<file path="src/rtl/ctlr_pad_responder.sv">
// ctlr_pad_responder
// ------------------
// Emulates the controller side of an NES serial pad: a parallel-in/serial-out
// shift register that is loaded by the console's latch strobe, advanced by the
// console's pulse strobe and answered on an active-low data line. Button
// inputs are synchronized and debounced before they can be latched.
//
// Console strobes: ctlr_latch high loads the register continuously
// (transparent load) and dominates everything else; while it is low, every
// synchronized rising edge of ctlr_pulse presents the next bit. There is no
// back-pressure, so the console must hold each strobe phase for at least
// SYNC_STAGES + 1 enabled cycles.
//
// Parameters
//   DEBOUNCE_CYCLES  enabled cycles a raw level must persist (1..65535)
//   SYNC_STAGES      synchronizer depth on all asynchronous inputs (>= 2)
//
// Ports
//   clock        in   system clock
//   reset_n      in   asynchronous active-low reset
//   clock_en     in   all registers advance only when high
//   buttons_raw  in   [7:0] active-high pressed: A,B,Select,Start,Up,Down,Left,Right
//   ctlr_latch   in   parallel-load strobe from the console, active-high
//   ctlr_pulse   in   shift clock from the console, rising edge advances
//   ctlr_data    out  serial data, active-low (0 = pressed)
//   buttons_db   out  [7:0] debounced button state
//   shift_cnt    out  [3:0] bits shifted since the last load, saturating at 8
//   state_dbg    out  [1:0] current state (0 LOAD, 1 SHIFT, 2 DONE)

module ctlr_pad_responder #(
   parameter int DEBOUNCE_CYCLES = 4,
   parameter int SYNC_STAGES     = 2
) (
   input  logic       clock,
   input  logic       reset_n,
   input  logic       clock_en,
   input  logic [7:0] buttons_raw,
   input  logic       ctlr_latch,
   input  logic       ctlr_pulse,
   output logic       ctlr_data,
   output logic [7:0] buttons_db,
   output logic [3:0] shift_cnt,
   output logic [1:0] state_dbg
);

   localparam int CW = 16;
   localparam logic [CW:0] DB_LIMIT = (CW + 1)'(DEBOUNCE_CYCLES);

   typedef enum logic [1:0] {
      ST_LOAD  = 2'd0,
      ST_SHIFT = 2'd1,
      ST_DONE  = 2'd2
   } state_t;

   // ------------------------------------------------------------------
   // Synchronizers
   // ------------------------------------------------------------------
   logic [SYNC_STAGES-1:0] latch_s;
   logic [SYNC_STAGES-1:0] pulse_s;
   logic [7:0]             btn_s [SYNC_STAGES];

   always_ff @(posedge clock or negedge reset_n) begin
      if (!reset_n) begin
         latch_s <= '0;
         pulse_s <= '0;
         for (int i = 0; i < SYNC_STAGES; i++) btn_s[i] <= '0;
      end else if (clock_en) begin
         latch_s  <= {latch_s[SYNC_STAGES-2:0], ctlr_latch};
         pulse_s  <= {pulse_s[SYNC_STAGES-2:0], ctlr_pulse};
         btn_s[0] <= buttons_raw;
         for (int i = 1; i < SYNC_STAGES; i++) btn_s[i] <= btn_s[i-1];
      end
   end

   logic       latch_sync;
   logic       pulse_sync;
   logic [7:0] btn_sync;

   assign latch_sync = latch_s[SYNC_STAGES-1];
   assign pulse_sync = pulse_s[SYNC_STAGES-1];
   assign btn_sync   = btn_s[SYNC_STAGES-1];

   // ------------------------------------------------------------------
   // Debounce: a bit flips only after DEBOUNCE_CYCLES consecutive enabled
   // cycles of disagreement with its stable value.
   // ------------------------------------------------------------------
   logic [CW-1:0] db_cnt [8];

   always_ff @(posedge clock or negedge reset_n) begin
      if (!reset_n) begin
         buttons_db <= '0;
         for (int i = 0; i < 8; i++) db_cnt[i] <= '0;
      end else if (clock_en) begin
         for (int i = 0; i < 8; i++) begin
            if (btn_sync[i] == buttons_db[i]) begin
               db_cnt[i] <= '0;
            end else if (({1'b0, db_cnt[i]} + 17'd1) == DB_LIMIT) begin
               buttons_db[i] <= ~buttons_db[i];
               db_cnt[i]     <= '0;
            end else begin
               db_cnt[i] <= db_cnt[i] + 16'd1;
            end
         end
      end
   end

   // ------------------------------------------------------------------
   // Pulse edge detect. The history flop updates even while latch is
   // high, so an edge that coincides with latch is consumed, not deferred.
   // ------------------------------------------------------------------
   logic pulse_prev;
   logic pulse_rise;

   assign pulse_rise = pulse_sync & ~pulse_prev;

   // ------------------------------------------------------------------
   // Shift-register state machine
   // ------------------------------------------------------------------
   state_t     state;
   state_t     state_next;
   logic [7:0] sr;
   logic [7:0] sr_next;
   logic [3:0] cnt_next;

   always_ff @(posedge clock or negedge reset_n) begin
      if (!reset_n) begin
         state      <= ST_LOAD;
         sr         <= 8'h00;
         shift_cnt  <= 4'd0;
         pulse_prev <= 1'b0;
      end else if (clock_en) begin
         state      <= state_next;
         sr         <= sr_next;
         shift_cnt  <= cnt_next;
         pulse_prev <= pulse_sync;
      end
   end

   always_comb begin
      state_next = state;
      sr_next    = sr;
      cnt_next   = shift_cnt;

      if (latch_sync) begin
         // Latch dominates from any state; pulse edges are discarded.
         state_next = ST_LOAD;
         sr_next    = buttons_db;
         cnt_next   = 4'd0;
      end else begin
         case (state)
            ST_LOAD, ST_SHIFT: begin
               // Leaving LOAD needs no edge; an edge in the same cycle
               // already counts as the first shift.
               if (state == ST_LOAD) state_next = ST_SHIFT;
               if (pulse_rise) begin
                  sr_next  = {1'b1, sr[7:1]};
                  cnt_next = shift_cnt + 4'd1;
                  if (shift_cnt == 4'd7) state_next = ST_DONE;
               end
            end
            ST_DONE: begin
               // Register is all ones here; further pulses change nothing.
               state_next = ST_DONE;
            end
            default: begin
               state_next = ST_LOAD;
            end
         endcase
      end
   end

   assign ctlr_data = ~sr[0];
   assign state_dbg = state;

endmodule

</file>
<file path="config.mk">
export PLATFORM = sky130hd
export DESIGN_NAME = ctlr_pad_responder
export DESIGN_NICKNAME = d
export VERILOG_FILES = /design/src/rtl/ctlr_pad_responder.sv
export SDC_FILE = /design/constraint.sdc
export NUM_CORES = 1
export LEC_CHECK = 0
export ABC_AREA = 1
export CORE_ASPECT_RATIO = 1.1
export CORE_MARGIN = 2
export CORE_UTILIZATION = 50
export CTS_CLUSTER_SIZE = 40
export DETAILED_ROUTE_END_ITERATION = 10
export GPL_ROUTABILITY_DRIVEN = 0
export MAX_ROUTING_LAYER = met4
export PLACE_DENSITY = 0.66
export SLEW_MARGIN = 20
export SYNTH_ARGS = -nofsm -noshare
export SYNTH_HDL_FRONTEND = slang
export SYNTH_SLANG_ARGS = --single-unit
</file>
<file path="constraint.sdc">
create_clock -name clock -period 3.5 [get_ports clock]
set_input_delay 0.875 -clock clock [delete_from_list [all_inputs] [get_ports clock]]
set_output_delay 0.875 -clock clock [all_outputs]
set_load 0.02 [all_outputs]
</file>
==> flow_metrics.tcl, run 1 <==
set metrics [dict create \
    outcome "finished clean" \
    arrival_ns 1.62 \
    slew_headroom 0.619 \
    start_kind "register" \
    synthDistinctLibCells 29 \
    synth_top_cell_by_area "dfrtp_1" \
    r2r_start "db_cnt[96]" \
    netlist_instances 1562 \
    rows 55 \
    drive_above_1_share 0.0548 \
    syn_area_per_cell_um2 6.75 \
    wl_per_cell_um 13.6 \
    slowest_stage "clkdlybuf4s50_1" \
    path_buf_inv 1 \
    wirelength_um 25300 \
    drv_cap 0 \
    finalCriticalPeriod_ns 2.50 \
    antenna_found_initial 0 \
    cts_buffer_depth 2 \
    numCtsBuffers 17 \
    synth_area_leaders "dfrtp_1 41%, nand2_1 18%, inv_1 6.9%" \
    setup.worst_path.start "buttons_db[3]" \
    synth-seq-cells 171 \
    crit_chain "clkdlybuf4s50_1" \
    yosysMostFrequentCell "nand2_1" \
    critPathMaxStageDelay_ns 0.66 \
    cts-root-buf "clkbuf_16" \
    cts_tree "yes" \
    fp.dieH_um 156 \
    insertion_delay_ns 0.44 \
    finalHoldViolCount 0 \
    num_vias 10000 \
    powerDensity_mw_per_mm2 462 \
    area_delta_synth_final_pct 11.7 \
    dp_hpwl_um 18300 \
    die_w_um 143 \
    worst_pin_slew_ns 0.571 \
    port-buffer-count 27 \
    drt_iter0_markers 529 \
    synth_common_cells "508 x nand2_1, 194 x inv_1, 180 x nor2_1, 171 x dfrtp_1, 143 x nand3_1" \
    grt_pass1_vias 9287 \
    drt-vias-per-instance 5.38 \
    crit_type "register to primary output" \
    ys_warn_count 0 \
    async_flop_share 1.00 \
    cts_resized 0 \
    clkSlewWorstSetupHoldPaths_ns 0.07 \
    overflow 0 \
    skew_ns 0.00695 \
    vdd_drop_max_uv 333 \
    cts.sinks 171 \
    worst-path-max-fanout 4 \
    fmax_ghz 0.401 \
    diodes 0 \
    htree_num_levels 4 \
    leakagePower_uw 0.00547 \
    whs_ns 0.422 \
    grt_pass1_wl_um 43100 \
    slew_viol_final 0 \
    die-area_mm2 0.0223 \
    firstDrtPassIters 5 \
    synth-edff-count 0 \
    track_usage 0.243 \
    critPathTopFamily "buffers and inverters" \
    postCtsSetupBuffers 0 \
    cp-end-kind "primary output" \
    initial_utilization 0.511 \
    core-area_mm2 0.0206 \
    ios 28 \
    setup_viol 0 \
    nets 1615 \
    syn_area_mm2 0.0106 \
    grt_max_degree 66 \
    synthDominantCellAreaShare 0.406 \
    required_ns 2.62 \
    fin_tns_setup_ns 0 \
    synth_ff_type "dfrtp_1" \
    fin_crit_sh 0.713 \
    synth_nets 1584 \
    rsz0062_at_grt "no" \
    ant_nets 0 \
    hold_buffers 0 \
    hold_class "input port to async pin" \
    drc 0 \
    total_power_uw 5440 \
    ys_seq_area_frac 0.406 \
]
==> final timing paths <==
check,endpoint,slack [ns],depth (start not counted)
worst max-delay path,buttons_db[3],1.00,1
worst max register to register,db_cnt[96],1.40,10
max in group asynchronous,buttons_db[1],2.37,2
min in group clock,latch_s[0],0.47,2
worst min register to register,latch_s[0],0.47,2
worst min-delay path,db_cnt[76],0.42,1
==> per-stage QoR <==
step,cell area [um^2],util,worst slack (ns),std cells
after floorplan,10600,-,1.69,1562
after global placement,11200,0.540,0.974,1830
after detailed placement,11200,0.540,0.944,1830
after CTS,11800,0.571,0.983,1862
after global routing,11800,0.571,0.953,1862
final,11800,0.571,1.00,1862
==> sequential cells by signal, summed over array words and instances, names as in the netlist <==
register and flops:
state_dbg 2, sr 8, pulse_s 2, buttons_db 8
btn_sync 8, btn_s 8, shift_cnt 4, pulse_prev 1
db_cnt 128, latch_s 2
==> final cells by class <==
class	instances	area (um^2)
fillers	1913	8860
multi-input cells	1165	5410
flip-flops and latches	171	4280
inverters	197	739
clock buffers	20	467
repair buffers	41	402
well taps	256	320
clock inverters	12	163
==> cell usage in the layout, fill, tap and decap left out, drive strengths merged <==
cell           instances
o211ai                 5
or2                    1
o21ai                114
nand4                 52
a31oi                  1
inv                  197
nor3b                  5
bufinv                 3
dfrtp                171
a41oi                  1
nand3b                 6
buf                   15
nand2                515
clkinvlp               2
a21oi                  9
xor2                  28
o22ai                 57
clkdlybuf4s50         25
nand3                144
clkbuf                21
nor2                 210
clkinv                 7
ha                     9
nor3                   8
==> metal layers <==
layer  track usage  wire (um)
met5             -          0
met4        0.0745        424
met3        0.0312        739
met2         0.399      12000
met1         0.317      12100
==> where the power goes <==
part           internal (uW)  leakage, uW  switching [uW]  total, uW
sequential              2190      0.00232             247       2430
clock                   1190     0.000303             821       2010
combinational            374      0.00284             626       1000
total                   3750      0.00547            1690       5440
==> cells by family (layout without fill, tap and decap cells) <==
logic type | Yosys count | count (layout) | share of synthesized area
compound gates | 187 | 187 | 0.0971
xor+xnor | 28 | 28 | 0.0232
fa+ha+maj | 9 | 9 | 0.0107
buf+inv | 226 | 270 | 0.0815
flops | 171 | 171 | 0.406
simple gates | 941 | 941 | 0.382
Note: power is estimated with default switching activity, not from simulation.
==> inputs of run 2 (changes only) <==
Settings changed: PLACE_DENSITY 0.66 to 0.68.
Clock period 3.5 ns to 2.1 ns, I/O delays scaled along.
==> flow_metrics.tcl, run 2 (same netlist as run 1, synthesis figures left out) <==
set metrics [dict create \
    outcome "finished clean" \
    final_common_cell "nand2_1" \
    drc 0 \
    reg2reg_to "buttons_db[4]" \
    postCtsSetupBuffers 0 \
    grt_pass1_wl_um 43300 \
    arrival_ns 1.53 \
    grt_max_degree 58 \
    cp-end-kind "primary output" \
    p_comb_frac 0.198 \
    top_register "db_cnt" \
    drt-vias-per-instance 5.33 \
    p_int_uw 6250 \
    critPathMaxStageDelay_ns 0.65 \
    start_kind "register" \
    design_area_mm2 0.0119 \
    ios 28 \
    firstDrtPassIters 5 \
    post_dp_cell_area_mm2 0.0113 \
    largest_reg_flops 128 \
    port-buffer-count 27 \
    numCtsBuffers 17 \
    pre_cts_ws_ns 0.158 \
    rsz0062_at_grt "no" \
    grt_pass1_vias 9239 \
    finalHoldViolCount 0 \
    hold_buffers 0 \
    wirelength_um 25300 \
    finalCriticalPeriod_ns 2.06 \
    powerDensity_mw_per_mm2 758 \
    cts_tree "yes" \
    vdd_drop_max_uv 623 \
    die_w_um 143 \
    htree_num_levels 4 \
    drv_cap 0 \
    worst_pin_slew_ns 0.521 \
    reg2reg_depth 12 \
    fin_tns_setup_ns 0 \
    rows 55 \
    ant_nets 0 \
    crit_type "register to primary output" \
    r2r_start "db_cnt[49]" \
    critPathTopFamily "buffers and inverters" \
    clkPwrFrac 0.355 \
    cts-root-buf "clkbuf_16" \
    leakagePower_uw 0.00557 \
    setup_viol 0 \
    worst-path-max-fanout 4 \
    core-area_mm2 0.0206 \
    clkSlewWorstSetupHoldPaths_ns 0.06 \
    finalWorstSetupSlack_ns 0.0419 \
    overflow 0 \
    reg2reg_slack_ns 0.16 \
    crit_chain "clkdlybuf4s50_1" \
    cts_buffer_depth 2 \
    cts.sinks 171 \
    initial_utilization 0.511 \
    track_usage 0.244 \
    nets 1630 \
    switching_share 0.309 \
    hold_class "input port to async pin" \
    fin_crit_sh 0.980 \
    path_buf_inv 1 \
    wl_per_cell_um 13.5 \
    antenna_found_initial 0 \
    fmax_ghz 0.486 \
    skew_ns 0.00758 \
    pwr-share-seq 0.447 \
    diodes 0 \
    dp_hpwl_um 18400 \
    setup.worst_path.start "buttons_db[6]" \
    required_ns 1.57 \
    final_cell_mix "507 x nand2_1, 192 x inv_1, 178 x nor2_1, 168 x dfrtp_1, 142 x nand3_1" \
    drt_iter0_markers 697 \
    net-switching-power_uw 2800 \
    num_vias 10000 \
    fillers 1941 \
    die-area_mm2 0.0223 \
    slowest_stage "clkdlybuf4s50_1" \
    final-seq-area_mm2 0.00428 \
    multi_input_area_mm2 0.00545 \
    area_delta_synth_final_pct 13.2 \
    fp.dieH_um 156 \
    insertion_delay_ns 0.43 \
    drive_above_1_share 0.0709 \
    slew_viol_final 0 \
    slew_headroom 0.653 \
]
==> run 2: cell count changes in the layout (fill, tap and decap cells not counted), sizes merged <==
cell | before | now
buf | 15 | 30
clkdlybuf4s50 | 25 | 21
dlymetal6s2s | 0 | 3
clkbuf | 21 | 22
clkinv | 7 | 6
clkinvlp | 2 | 3
dlygate4sd2 | 0 | 1
inv | 197 | 196
==> run 2: area by class of cell <==
cell class / instances / share of cell area
Clock buffer: 21 / 0.0377
Sequential cell: 171 / 0.359
Timing Repair Buffer: 56 / 0.0467
Inverter: 197 / 0.0619
Multi-Input combinational cell: 1165 / 0.456
Clock inverter: 11 / 0.0122
Tap cell: 256 / 0.0268
==> run 2: how the worst max path moves through the flow <==
stage,endpoint,slack (ns),cells past startpoint
CTS,buttons_db[4],0.008,1
detailed placement,db_cnt[82],0.16,10
floorplan,db_cnt[81],0.41,10
global route,buttons_db[7],0.002,12
global placement,db_cnt[81],0.18,10
finish,buttons_db[6],0.04,1
==> run 2: layer usage <==
layer  GRT usage  wire, um
met5           -         0
met2       0.393     12000
met1       0.321     12000
met3      0.0330       906
met4      0.0754       456
==> run 2: through the flow <==
stage | total power (uW) | hold slack (ns) | util | instances
after global placement | 5870 | 0.458 | 0.547 | 1845
final | 9050 | 0.0929 | 0.578 | 1877
after detailed placement | 5890 | 0.473 | 0.547 | 1845
after CTS | 9140 | 0.0908 | 0.576 | 1877
after global routing | 9560 | 0.111 | 0.578 | 1877
after floorplan | 5060 | 0.229 | - | 1562
==> run 2: power groups by stage <==
stage	Sequential, uW	Combinational, uW	Clock, uW
final	4040	1790	3210
after global routing	4090	2030	3430
after CTS	4040	1810	3290
after detailed placement	4090	1800	0
after global placement	4080	1790	0
after floorplan	4100	961	0
==> run 2: what timing repair did <==
action,CTS,global route
pin swaps,0,3
gates resized for setup,2,17
endpoints found under the setup margin,2,20
==> inputs of run 3 (changes only) <==
Settings changed: TNS_END_PERCENT from default to 20.
==> results of run 3 <==
Final layout, timing and power as in run 2 (identical DEF).
